--- config.mk ---
export PLATFORM = sky130hd
export DESIGN_NAME = aes_key_expand_seq_flat
export DESIGN_NICKNAME = d
export VERILOG_FILES = /design/src/rtl/aes_pkg.sv /design/src/rtl/aes_key_expand_seq_if.sv /design/src/rtl/aes_sbox.sv /design/src/rtl/aes_key_expand_seq.sv /design/src/flat_wrapper.sv
export SDC_FILE = /design/constraint.sdc
export NUM_CORES = 2
export LEC_CHECK = 0
export BUFFER_PORTS_ARGS = -buffer_cell sky130_fd_sc_hd__buf_4
export CORE_AREA = 2 2 603 605
export CTS_CLUSTER_DIAMETER = 30
export DETAILED_ROUTE_END_ITERATION = 16
export DIE_AREA = 0 0 605 607
export SLEW_MARGIN = 25
export SYNTH_ARGS = -nofsm -noshare
export SYNTH_HDL_FRONTEND = slang
export SYNTH_SLANG_ARGS = --single-unit
--- constraint.sdc ---
create_clock -name clk -period 7.9 [get_ports clk]
set_clock_uncertainty 0.15 [all_clocks]
set_input_delay 2.37 -clock clk [delete_from_list [all_inputs] [get_ports clk]]
set_output_delay 2.37 -clock clk [all_outputs]
set_load 0.03 [all_outputs]
--- src/rtl/aes_pkg.sv ---
// rtl/aes_pkg.sv - shared AES constants, state encoding, Rcon table and RotWord helper
package aes_pkg;

   localparam int AES_NR    = 10;
   localparam int AES_KEY_W = 128;
   localparam int AES_EXP_W = AES_KEY_W * (AES_NR + 1);

   typedef enum logic {
      ST_IDLE = 1'b0,
      ST_RUN  = 1'b1
   } kx_state_e;

   // Round constant for rounds 1..10; zero outside that range.
   function automatic logic [7:0] aes_rcon(input logic [3:0] r);
      case (r)
         4'd1:    return 8'h01;
         4'd2:    return 8'h02;
         4'd3:    return 8'h04;
         4'd4:    return 8'h08;
         4'd5:    return 8'h10;
         4'd6:    return 8'h20;
         4'd7:    return 8'h40;
         4'd8:    return 8'h80;
         4'd9:    return 8'h1b;
         4'd10:   return 8'h36;
         default: return 8'h00;
      endcase
   endfunction

   function automatic logic [31:0] aes_rot_word(input logic [31:0] w);
      return {w[7:0], w[31:8]};
   endfunction

endpackage

--- src/rtl/aes_key_expand_seq_if.sv ---
// rtl/aes_key_expand_seq_if.sv - key schedule request/result bundle; AES_KEY_STREAM_EN adds the per-round key stream
interface aes_key_expand_seq_if;
   import aes_pkg::*;

   logic                 start;
   logic [AES_KEY_W-1:0] key;
   logic                 busy;
   logic                 done;
   logic                 key_valid;
   logic [AES_EXP_W-1:0] expanded_key;
`ifdef AES_KEY_STREAM_EN
   logic                 rk_valid;
   logic [3:0]           rk_idx;
   logic [AES_KEY_W-1:0] rk;

   modport master (
      output start, key,
      input  busy, done, key_valid, expanded_key, rk_valid, rk_idx, rk
   );
   modport slave (
      input  start, key,
      output busy, done, key_valid, expanded_key, rk_valid, rk_idx, rk
   );
`else
   modport master (
      output start, key,
      input  busy, done, key_valid, expanded_key
   );
   modport slave (
      input  start, key,
      output busy, done, key_valid, expanded_key
   );
`endif

endinterface

--- src/rtl/aes_sbox.sv ---
// rtl/aes_sbox.sv - combinational AES forward S-box, one byte
module aes_sbox (
   input  logic [7:0] data,
   output logic [7:0] sub
);

   localparam logic [7:0] SBOX [256] = '{
      8'h63, 8'h7c, 8'h77, 8'h7b, 8'hf2, 8'h6b, 8'h6f, 8'hc5, 8'h30, 8'h01, 8'h67, 8'h2b, 8'hfe, 8'hd7, 8'hab, 8'h76,
      8'hca, 8'h82, 8'hc9, 8'h7d, 8'hfa, 8'h59, 8'h47, 8'hf0, 8'had, 8'hd4, 8'ha2, 8'haf, 8'h9c, 8'ha4, 8'h72, 8'hc0,
      8'hb7, 8'hfd, 8'h93, 8'h26, 8'h36, 8'h3f, 8'hf7, 8'hcc, 8'h34, 8'ha5, 8'he5, 8'hf1, 8'h71, 8'hd8, 8'h31, 8'h15,
      8'h04, 8'hc7, 8'h23, 8'hc3, 8'h18, 8'h96, 8'h05, 8'h9a, 8'h07, 8'h12, 8'h80, 8'he2, 8'heb, 8'h27, 8'hb2, 8'h75,
      8'h09, 8'h83, 8'h2c, 8'h1a, 8'h1b, 8'h6e, 8'h5a, 8'ha0, 8'h52, 8'h3b, 8'hd6, 8'hb3, 8'h29, 8'he3, 8'h2f, 8'h84,
      8'h53, 8'hd1, 8'h00, 8'hed, 8'h20, 8'hfc, 8'hb1, 8'h5b, 8'h6a, 8'hcb, 8'hbe, 8'h39, 8'h4a, 8'h4c, 8'h58, 8'hcf,
      8'hd0, 8'hef, 8'haa, 8'hfb, 8'h43, 8'h4d, 8'h33, 8'h85, 8'h45, 8'hf9, 8'h02, 8'h7f, 8'h50, 8'h3c, 8'h9f, 8'ha8,
      8'h51, 8'ha3, 8'h40, 8'h8f, 8'h92, 8'h9d, 8'h38, 8'hf5, 8'hbc, 8'hb6, 8'hda, 8'h21, 8'h10, 8'hff, 8'hf3, 8'hd2,
      8'hcd, 8'h0c, 8'h13, 8'hec, 8'h5f, 8'h97, 8'h44, 8'h17, 8'hc4, 8'ha7, 8'h7e, 8'h3d, 8'h64, 8'h5d, 8'h19, 8'h73,
      8'h60, 8'h81, 8'h4f, 8'hdc, 8'h22, 8'h2a, 8'h90, 8'h88, 8'h46, 8'hee, 8'hb8, 8'h14, 8'hde, 8'h5e, 8'h0b, 8'hdb,
      8'he0, 8'h32, 8'h3a, 8'h0a, 8'h49, 8'h06, 8'h24, 8'h5c, 8'hc2, 8'hd3, 8'hac, 8'h62, 8'h91, 8'h95, 8'he4, 8'h79,
      8'he7, 8'hc8, 8'h37, 8'h6d, 8'h8d, 8'hd5, 8'h4e, 8'ha9, 8'h6c, 8'h56, 8'hf4, 8'hea, 8'h65, 8'h7a, 8'hae, 8'h08,
      8'hba, 8'h78, 8'h25, 8'h2e, 8'h1c, 8'ha6, 8'hb4, 8'hc6, 8'he8, 8'hdd, 8'h74, 8'h1f, 8'h4b, 8'hbd, 8'h8b, 8'h8a,
      8'h70, 8'h3e, 8'hb5, 8'h66, 8'h48, 8'h03, 8'hf6, 8'h0e, 8'h61, 8'h35, 8'h57, 8'hb9, 8'h86, 8'hc1, 8'h1d, 8'h9e,
      8'he1, 8'hf8, 8'h98, 8'h11, 8'h69, 8'hd9, 8'h8e, 8'h94, 8'h9b, 8'h1e, 8'h87, 8'he9, 8'hce, 8'h55, 8'h28, 8'hdf,
      8'h8c, 8'ha1, 8'h89, 8'h0d, 8'hbf, 8'he6, 8'h42, 8'h68, 8'h41, 8'h99, 8'h2d, 8'h0f, 8'hb0, 8'h54, 8'hbb, 8'h16
   };

   assign sub = SBOX[data];

endmodule

--- src/rtl/aes_key_expand_seq.sv ---
// rtl/aes_key_expand_seq.sv - iterative AES-128 key schedule, one round key per clock
// Optional macro AES_KEY_STREAM_EN adds the rk_valid/rk_idx/rk round key stream.
module aes_key_expand_seq
   import aes_pkg::*;
#(
   parameter int NR    = AES_NR,
   parameter int KEY_W = AES_KEY_W
) (
   input  logic                clk,
   input  logic                rst_n,
   aes_key_expand_seq_if.slave bus
);

   if (NR != 10 || KEY_W != 128) begin : g_cfg_err
      $error("aes_key_expand_seq: only NR=10 and KEY_W=128 are supported");
   end

   kx_state_e              state;
   logic [3:0]             round_cnt;
   logic                   busy_q;
   logic                   done_q;
   logic                   key_valid_q;
   logic [KEY_W-1:0]       slot [NR+1];
   logic [KEY_W-1:0]       cur_rk;
   logic [KEY_W-1:0]       next_rk;
   logic [31:0]            rot_w3;
   logic [31:0]            sub_word;
   logic [31:0]            nw0, nw1, nw2, nw3;
   logic [KEY_W*(NR+1)-1:0] exp_flat;
`ifdef AES_KEY_STREAM_EN
   logic                   rk_valid_q;
   logic [3:0]             rk_idx_q;
   logic [KEY_W-1:0]       rk_q;
`endif

   // cur_rk mirrors the most recently written slot, so no read mux over the slots is needed.
   assign rot_w3 = aes_rot_word(cur_rk[127:96]);

   for (genvar b = 0; b < 4; b++) begin : g_sbox
      aes_sbox u_sbox (
         .data (rot_w3[8*b +: 8]),
         .sub  (sub_word[8*b +: 8])
      );
   end

   assign nw0     = cur_rk[31:0] ^ sub_word ^ {24'h0, aes_rcon(round_cnt)};
   assign nw1     = cur_rk[63:32] ^ nw0;
   assign nw2     = cur_rk[95:64] ^ nw1;
   assign nw3     = cur_rk[127:96] ^ nw2;
   assign next_rk = {nw3, nw2, nw1, nw0};

   always_comb begin
      exp_flat = '0;
      for (int i = 0; i <= NR; i++) begin
         exp_flat[KEY_W*i +: KEY_W] = slot[i];
      end
   end

   always_ff @(posedge clk or negedge rst_n) begin
      if (!rst_n) begin
         state       <= ST_IDLE;
         round_cnt   <= '0;
         busy_q      <= 1'b0;
         done_q      <= 1'b0;
         key_valid_q <= 1'b0;
         cur_rk      <= '0;
         for (int i = 0; i <= NR; i++) begin
            slot[i] <= '0;
         end
`ifdef AES_KEY_STREAM_EN
         rk_valid_q  <= 1'b0;
         rk_idx_q    <= '0;
         rk_q        <= '0;
`endif
      end else begin
         done_q <= 1'b0;
`ifdef AES_KEY_STREAM_EN
         rk_valid_q <= 1'b0;
`endif
         case (state)
            ST_IDLE: begin
               if (bus.start) begin
                  slot[0]     <= bus.key;
                  cur_rk      <= bus.key;
                  round_cnt   <= 4'd1;
                  busy_q      <= 1'b1;
                  key_valid_q <= 1'b0;
                  state       <= ST_RUN;
`ifdef AES_KEY_STREAM_EN
                  rk_valid_q  <= 1'b1;
                  rk_idx_q    <= 4'd0;
                  rk_q        <= bus.key;
`endif
               end
            end
            ST_RUN: begin
               for (int i = 1; i <= NR; i++) begin
                  if (round_cnt == 4'(i)) slot[i] <= next_rk;
               end
               cur_rk <= next_rk;
`ifdef AES_KEY_STREAM_EN
               rk_valid_q <= 1'b1;
               rk_idx_q   <= round_cnt;
               rk_q       <= next_rk;
`endif
               if (round_cnt == 4'(NR)) begin
                  busy_q      <= 1'b0;
                  done_q      <= 1'b1;
                  key_valid_q <= 1'b1;
                  round_cnt   <= '0;
                  state       <= ST_IDLE;
               end else begin
                  round_cnt <= round_cnt + 4'd1;
               end
            end
            default: state <= ST_IDLE;
         endcase
      end
   end

   assign bus.busy         = busy_q;
   assign bus.done         = done_q;
   assign bus.key_valid    = key_valid_q;
   assign bus.expanded_key = exp_flat;
`ifdef AES_KEY_STREAM_EN
   assign bus.rk_valid     = rk_valid_q;
   assign bus.rk_idx       = rk_idx_q;
   assign bus.rk           = rk_q;
`endif

endmodule

--- src/flat_wrapper.sv ---
// flat-port wrapper written by rule: the top's interface ports become plain ports
module aes_key_expand_seq_flat import aes_pkg::*;
#(
   parameter int NR    = AES_NR,
   parameter int KEY_W = AES_KEY_W
)
  (clk, rst_n, bus_start, bus_key, bus_busy, bus_done, bus_key_valid, bus_expanded_key);
  aes_key_expand_seq_if bus_i ();
  input  logic clk;
  input  logic rst_n;
  input wire logic [$bits(bus_i.start)-1:0] bus_start;
  input wire logic [$bits(bus_i.key)-1:0] bus_key;
  output wire logic [$bits(bus_i.busy)-1:0] bus_busy;
  output wire logic [$bits(bus_i.done)-1:0] bus_done;
  output wire logic [$bits(bus_i.key_valid)-1:0] bus_key_valid;
  output wire logic [$bits(bus_i.expanded_key)-1:0] bus_expanded_key;
  assign bus_i.start = bus_start;
  assign bus_i.key = bus_key;
  assign bus_busy = bus_i.busy;
  assign bus_done = bus_i.done;
  assign bus_key_valid = bus_i.key_valid;
  assign bus_expanded_key = bus_i.expanded_key;
  aes_key_expand_seq #(.NR(NR), .KEY_W(KEY_W)) u_core (.clk(clk), .rst_n(rst_n), .bus(bus_i));
endmodule
## Yosys cells after proc, flatten, opt, wreduce, memory -nomap -nowiden

Memory sizes are Yosys's and may differ from the RTL's.
Cells that the tools add are included.
W data, S select, Z words.

| storage, ports and cells | value |
|---|---|
| bits in registers | 1544 |
| ROM bits | 8320 |
| input port bits | 131 |
| output and inout port bits | 1411 |
| logic and storage cells | 85 |
| memories | 5 |

| cells by class | value |
|---|---|
| add/sub/neg operators | 1 |
| magnitude comparators | 4 |
| eq/ne operators | 12 |
| mux-type cells | 24 |
| bitwise logic cells | 10 |
| reduce and logical (&&, ||, !) cells | 12 |

Memories:

| name | depth | bits a word | read ports | clocked after Yosys merged registers in | write ports | RTL line | RTL |
|---|---|---|---|---|---|---|---|
| (name not given) | 256 | 8 | 1 | 0 | 0 | aes_sbox.sv:26 | `assign sub = SBOX[data];` |
| (name not given) | 256 | 8 | 1 | 0 | 0 | aes_sbox.sv:26 |  |
| (name not given) | 256 | 8 | 1 | 0 | 0 | aes_sbox.sv:26 |  |
| (name not given) | 256 | 8 | 1 | 0 | 0 | aes_sbox.sv:26 |  |
| (name not given) | 16 | 8 | 1 | 0 | 0 | aes_pkg.sv:15 | `case (r)` |

Operator list:

| operator | count |
|---|---|
| $pmux W128 S2 | 1 |
| $mux W128 | 1 |
| $xor A32 B32 Y32 | 4 |
| $mux W8 | 8 |
| $ge A9 B9 Y1 const B | 4 |
| $not A8 Y9 | 4 |
| $xor A32 B8 Y32 | 1 |
| $reduce_and A2 Y1 | 12 |
| $eq A4 B3 Y1 const B | 4 |
| $eq A4 B4 Y1 const B | 3 |
| $eq A4 B2 Y1 const B | 2 |
| $mux W1 | 8 |
| $mux W4 | 2 |
| $pmux W4 S2 | 1 |
| $pmux W1 S2 | 3 |
| $add A4 B1 Y4 const B | 1 |
| $eq A4 B1 Y1 const B | 1 |
| $ne A2 B2 Y1 const B | 2 |
| $not A1 Y1 | 1 |

## Depth between registers and ports, before layout

| logic depth | value |
|---|---|
| depth after elaboration | 10 |
| depth in mapped cells | 17 |
| mapped depth without buffers | 11 |

## Modules after synthesis

Synthesis repeated with hierarchy kept, for this count alone.

| second synthesis, totals | value |
|---|---|
| cells, all modules | 7335 |
| area, all modules | 70596.5 µm² |

Modules (own cells, without submodules):

| module | instances | cells each | area each (µm²) | seq. area each (µm²) |
|---|---|---|---|---|
| aes_key_expand_seq | 1 | 5307 | 57879.3 | 38637.1 |
| aes_sbox | 4 | 507 | 3179.3 | 0.0 |

## Least setup slack after synthesis

OpenSTA, ideal clock, no wires.

| timing | value |
|---|---|
| path type | register -> register |
| start | reg u_core.cur_rk[105] |
| end | reg u_core.slot, in the netlist u_core.bus.expanded_key[1123] |
| setup time | 0.159 ns |
| data arrival time | 3.822 ns |
| required time | 7.591 ns |
| setup slack | 3.769 ns |
| cell stages (with the launch flop) | 14 |
| buffers on the path | 3 |
| period minus slack after synthesis | 4.131 ns |
| cells stage by stage | dfrtp_1 -> buf_4 -> buf_4 -> inv_1 -> ha_1 -> buf_2 -> mux4_2 -> o32ai_1 -> a2111oi_4 -> a32oi_4 -> xnor2_2 -> o21ai_1 -> a222oi_1 -> o21ai_1 |

| on the way | value |
|---|---|
| word-level cells in the longest chain between the ends | 9 |

Ends and longest elaborated chain:

| item | RTL line | RTL |
|---|---|---|
| start, declared | aes_key_expand_seq.sv:24 | `logic [KEY_W-1:0] cur_rk;` |
| start signal, assigned | aes_key_expand_seq.sv:84 | `cur_rk <= bus.key;` |
| start signal, assigned | aes_key_expand_seq.sv:100 | `cur_rk <= next_rk;` |
| $not A8 Y9 (not written as such) | aes_sbox.sv:26 |  |
| $mem_v2 Z256 W8 | - |  |
| $mux W8 (not written as such) (2 in a row) | aes_sbox.sv:26 |  |
| $xor A32 B32 Y32 | aes_key_expand_seq.sv:46 | `assign nw0 = cur_rk[31:0] ^ sub_word ^ {24'h0, aes_rcon(round_cnt)};` |
| $xor A32 B8 Y32 | aes_key_expand_seq.sv:46 |  |
| $xor A32 B32 Y32 | aes_key_expand_seq.sv:47 | `assign nw1 = cur_rk[63:32] ^ nw0;` |
| $xor A32 B32 Y32 | aes_key_expand_seq.sv:48 | `assign nw2 = cur_rk[95:64] ^ nw1;` |
| $xor A32 B32 Y32 | aes_key_expand_seq.sv:49 | `assign nw3 = cur_rk[127:96] ^ nw2;` |
| end signal, assigned by index | aes_key_expand_seq.sv:98 | `if (round_cnt == 4'(i)) slot[i] <= next_rk;` |
| end, declared | aes_key_expand_seq.sv:23 | `logic [KEY_W-1:0] slot [NR+1];` |

No other way between the ends. The select of a mux whose other input is x is not followed.
A chain may end at the register's enable or synchronous reset.

## Worst setup path in the final report

| timing | value |
|---|---|
| start | reg u_core.cur_rk[121] |
| end | reg u_core.slot, in the netlist u_core.bus.expanded_key[1235] |

| on the way | value |
|---|---|
| word-level cells in the longest chain between the ends | 8 |

Ends and longest elaborated chain:

| item | RTL line |
|---|---|
| $not A8 Y9 (not written as such) | aes_sbox.sv:26 |
| $mem_v2 Z256 W8 | - |
| $mux W8 (not written as such) (2 in a row) | aes_sbox.sv:26 |
| $xor A32 B32 Y32 | aes_key_expand_seq.sv:46 |
| $xor A32 B8 Y32 | aes_key_expand_seq.sv:46 |
| $xor A32 B32 Y32 | aes_key_expand_seq.sv:47 |
| $xor A32 B32 Y32 | aes_key_expand_seq.sv:48 |

No other way between the ends. The select of a mux whose other input is x is not followed.

==> flow_metrics.tcl <==
set metrics [dict create \
    status "complete, no violations" \
    cts_sinks 1544 \
    syn_nets 8187 \
    synth_area_sq_um 73100 \
    path_cells "buf_4 -> clkinv_1 -> ha_1 -> buf_4 -> and2_1 -> nor3_1 -> a31oi_1 -> o21ai_0 -> mux4_2 -> mux2_2 -> xnor3_2 -> buf_4 -> xor2_2 -> o21ai_0" \
    path_buf_inv 4 \
    crit_fanout 35 \
    async_flop_share 1.00 \
    wirelength_um 431000 \
    drive_above_1_share 0.279 \
    worstSetupPathType "flop to flop" \
    grt_max_degree 175 \
    grt_usage 0.224 \
    hold_buffers 0 \
    io_buffers 1541 \
    yosys.area_share.simple 0.160 \
    synth_seq_cells 1544 \
    vias 70600 \
    path_delay_family "buffers and inverters" \
    finalHoldViolations 0 \
    slowest_stage "ha_1" \
    max_freq_mhz 185 \
    arrival_ns 6.00 \
    cts_buffers 381 \
    slowest_delay_ns 0.72 \
    ys_types 108 \
    slew_viol_final 0 \
    synth_top_family_by_area "compound AO/OA/AOI/OAI gates" \
    synthAdderAreaFrac 0.0113 \
    grt_first_pass_wirelength_um 574000 \
    ys.flop_type "dfrtp_1" \
    antenna_found_initial 65 \
    dr.first_iter.drc_count 8773 \
    fin_nets 9599 \
    fin_crit_ns 5.39 \
    wire_per_inst_um 29.6 \
    start_kind "flop" \
    synthMuxAreaShare 0.0171 \
    grt_overflow 0 \
    synth-edff-count 0 \
    min_period_over_period 0.683 \
    rsz0062_at_grt "no" \
    clockBufferDepth 4 \
    final_cell_mix "nand2_1, buf_4, dfrtp_1" \
    vias_per_cell 4.85 \
    hp-class "flop to flop" \
    layout_commonest_cell "nand2_1" \
    die_x_um 605 \
    setup_tns_ns 0 \
    cap_violations 0 \
    worst_pin_slew_ns 1.19 \
    slew_headroom 0.203 \
    hpwlAfterDp_um 310000 \
    synth_xor_area_frac 0.0272 \
    cts_tree "built" \
    cts_root_buffer "clkbuf_16" \
    synth_cells 7990 \
    clkLatencyLatePin_ns 0.90 \
    core_sq_um 361000 \
    synth-seq-area-share 0.529 \
    synth-compound-area-share 0.206 \
    start_util 0.203 \
    dieArea_sq_um 367000 \
    drc 0 \
    firstDrtPassIters 6 \
    die_h_um 607 \
    ys.warnings.count 0 \
    htree_levels 5 \
    setup_viol 0 \
    cp.required_ns 8.50 \
    area_growth_pct 43.8 \
    endpoint_kind "flop" \
    post-cts-setup-buffers 0 \
    avgSynthCellArea_sq_um 9.15 \
    cts-resized-gates 0 \
    clkSlewWorstSetupHoldPaths_ns 0.04 \
    grt_pass1_vias 66300 \
    cp_common_cell "buf_4" \
    ios 1542 \
    globalplace.congestion 1.04 \
    ant_nets 0 \
    rows 221 \
]
-- final cells by class --
cell class | instances | area (sq um)
Multi-Input combinational cell | 5596 | 32200
Clock inverter | 218 | 3420
Tap cell | 4794 | 6000
Fill cell | 37900 | 256000
Antenna cell | 48 | 120
Sequential cell | 1544 | 38700
Clock buffer | 481 | 10500
Timing Repair Buffer | 1805 | 14000
Inverter | 74 | 279
-- path summary, 6_finish.rpt --
path,depth (start not counted),slack (ns),to,start
setup / recovery,14,2.51,u_core.bus.expanded_key[1235],u_core.cur_rk[121]
hold / removal,2,0.32,u_core.bus.expanded_key[379],u_core.bus.expanded_key[379]
setup reg to reg,14,2.51,u_core.bus.expanded_key[1235],u_core.cur_rk[121]
hold reg to reg,2,0.32,u_core.bus.expanded_key[379],u_core.bus.expanded_key[379]
max in group asynchronous,3,4.67,u_core.cur_rk[99],rst_n
min in group asynchronous,1,1.35,u_core.bus.expanded_key[144],rst_n
-- worst min-delay path: cells and delay by family, from the launching register on --
kind / cells / cell delay (ns)
and+or+nand+nor: 1 / 0.04
DFF: 1 / 0.33
AOI/OAI and AO/OA: 1 / 0.06
-- sequential cells by signal, summed over array words and instances (netlist names) --
name                     flops
u_core.bus.busy              1
u_core.bus.done              1
u_core.bus.expanded_key   1408
u_core.bus.key_valid         1
u_core.cur_rk              128
u_core.round_cnt             4
u_core.state                 1
-- metrics by stage --
step           worst slack (ns)  area (sq um)  utilization  hold slack [ns]  std cells
2_1_floorplan              3.77         73100            -            0.316       7990
3_3_place_gp               2.51         90900        0.252            0.311      13800
3_5_place_dp               2.55         91000        0.252            0.313      13800
4_1_cts                    2.56        105000        0.291            0.324      14500
5_1_grt                    2.28        105000        0.291            0.338      14500
6_report                   2.51        105000        0.291            0.323      14600
-- layer usage --
metal	up-vias	wire (um)	GRT usage
met5	-	131	0
met4	20	37100	0.175
met3	983	39600	0.0627
met2	3984	186000	0.330
met1	34900	167000	0.275
li1	30700	-	-
-- synth_stat cells (26+ instances only) --
cell type	count	area, sq um
nand2_1	1892	7100
dfrtp_1	1544	38600
o21ai_0	1384	6930
clkbuf_1	570	2140
a21oi_1	325	1630
nor2_1	215	807
buf_2	123	616
nand3_1	107	536
nor2b_1	105	657
nand2b_1	104	651
xnor2_1	101	885
nor3_1	84	420
a211oi_1	82	616
o21ai_1	75	375
ha_1	66	826
inv_1	63	236
xor2_1	60	526
mux2i_1	57	571
a31oi_1	47	294
and3_1	42	263
a311oi_1	41	359
buf_4	41	308
o211ai_1	39	293
o22ai_1	37	231
a21o_1	34	255
o311ai_0	34	298
o31ai_1	31	233
o32ai_1	31	272
a211o_1	29	254
o21a_1	28	210
o2111ai_1	26	228
-- cell families after synthesis --
| logic type | count (synthesis) |
|---|---|
| compound gates | 2512 |
| xor+xnor | 191 |
| fa+ha+maj | 66 |
| buf+inv | 850 |
| flops | 1544 |
| mux | 97 |
| simple gates | 2730 |
Power is not shown: default switching activity piles up to over one toggle a cycle in this logic, so the estimate is an artifact.
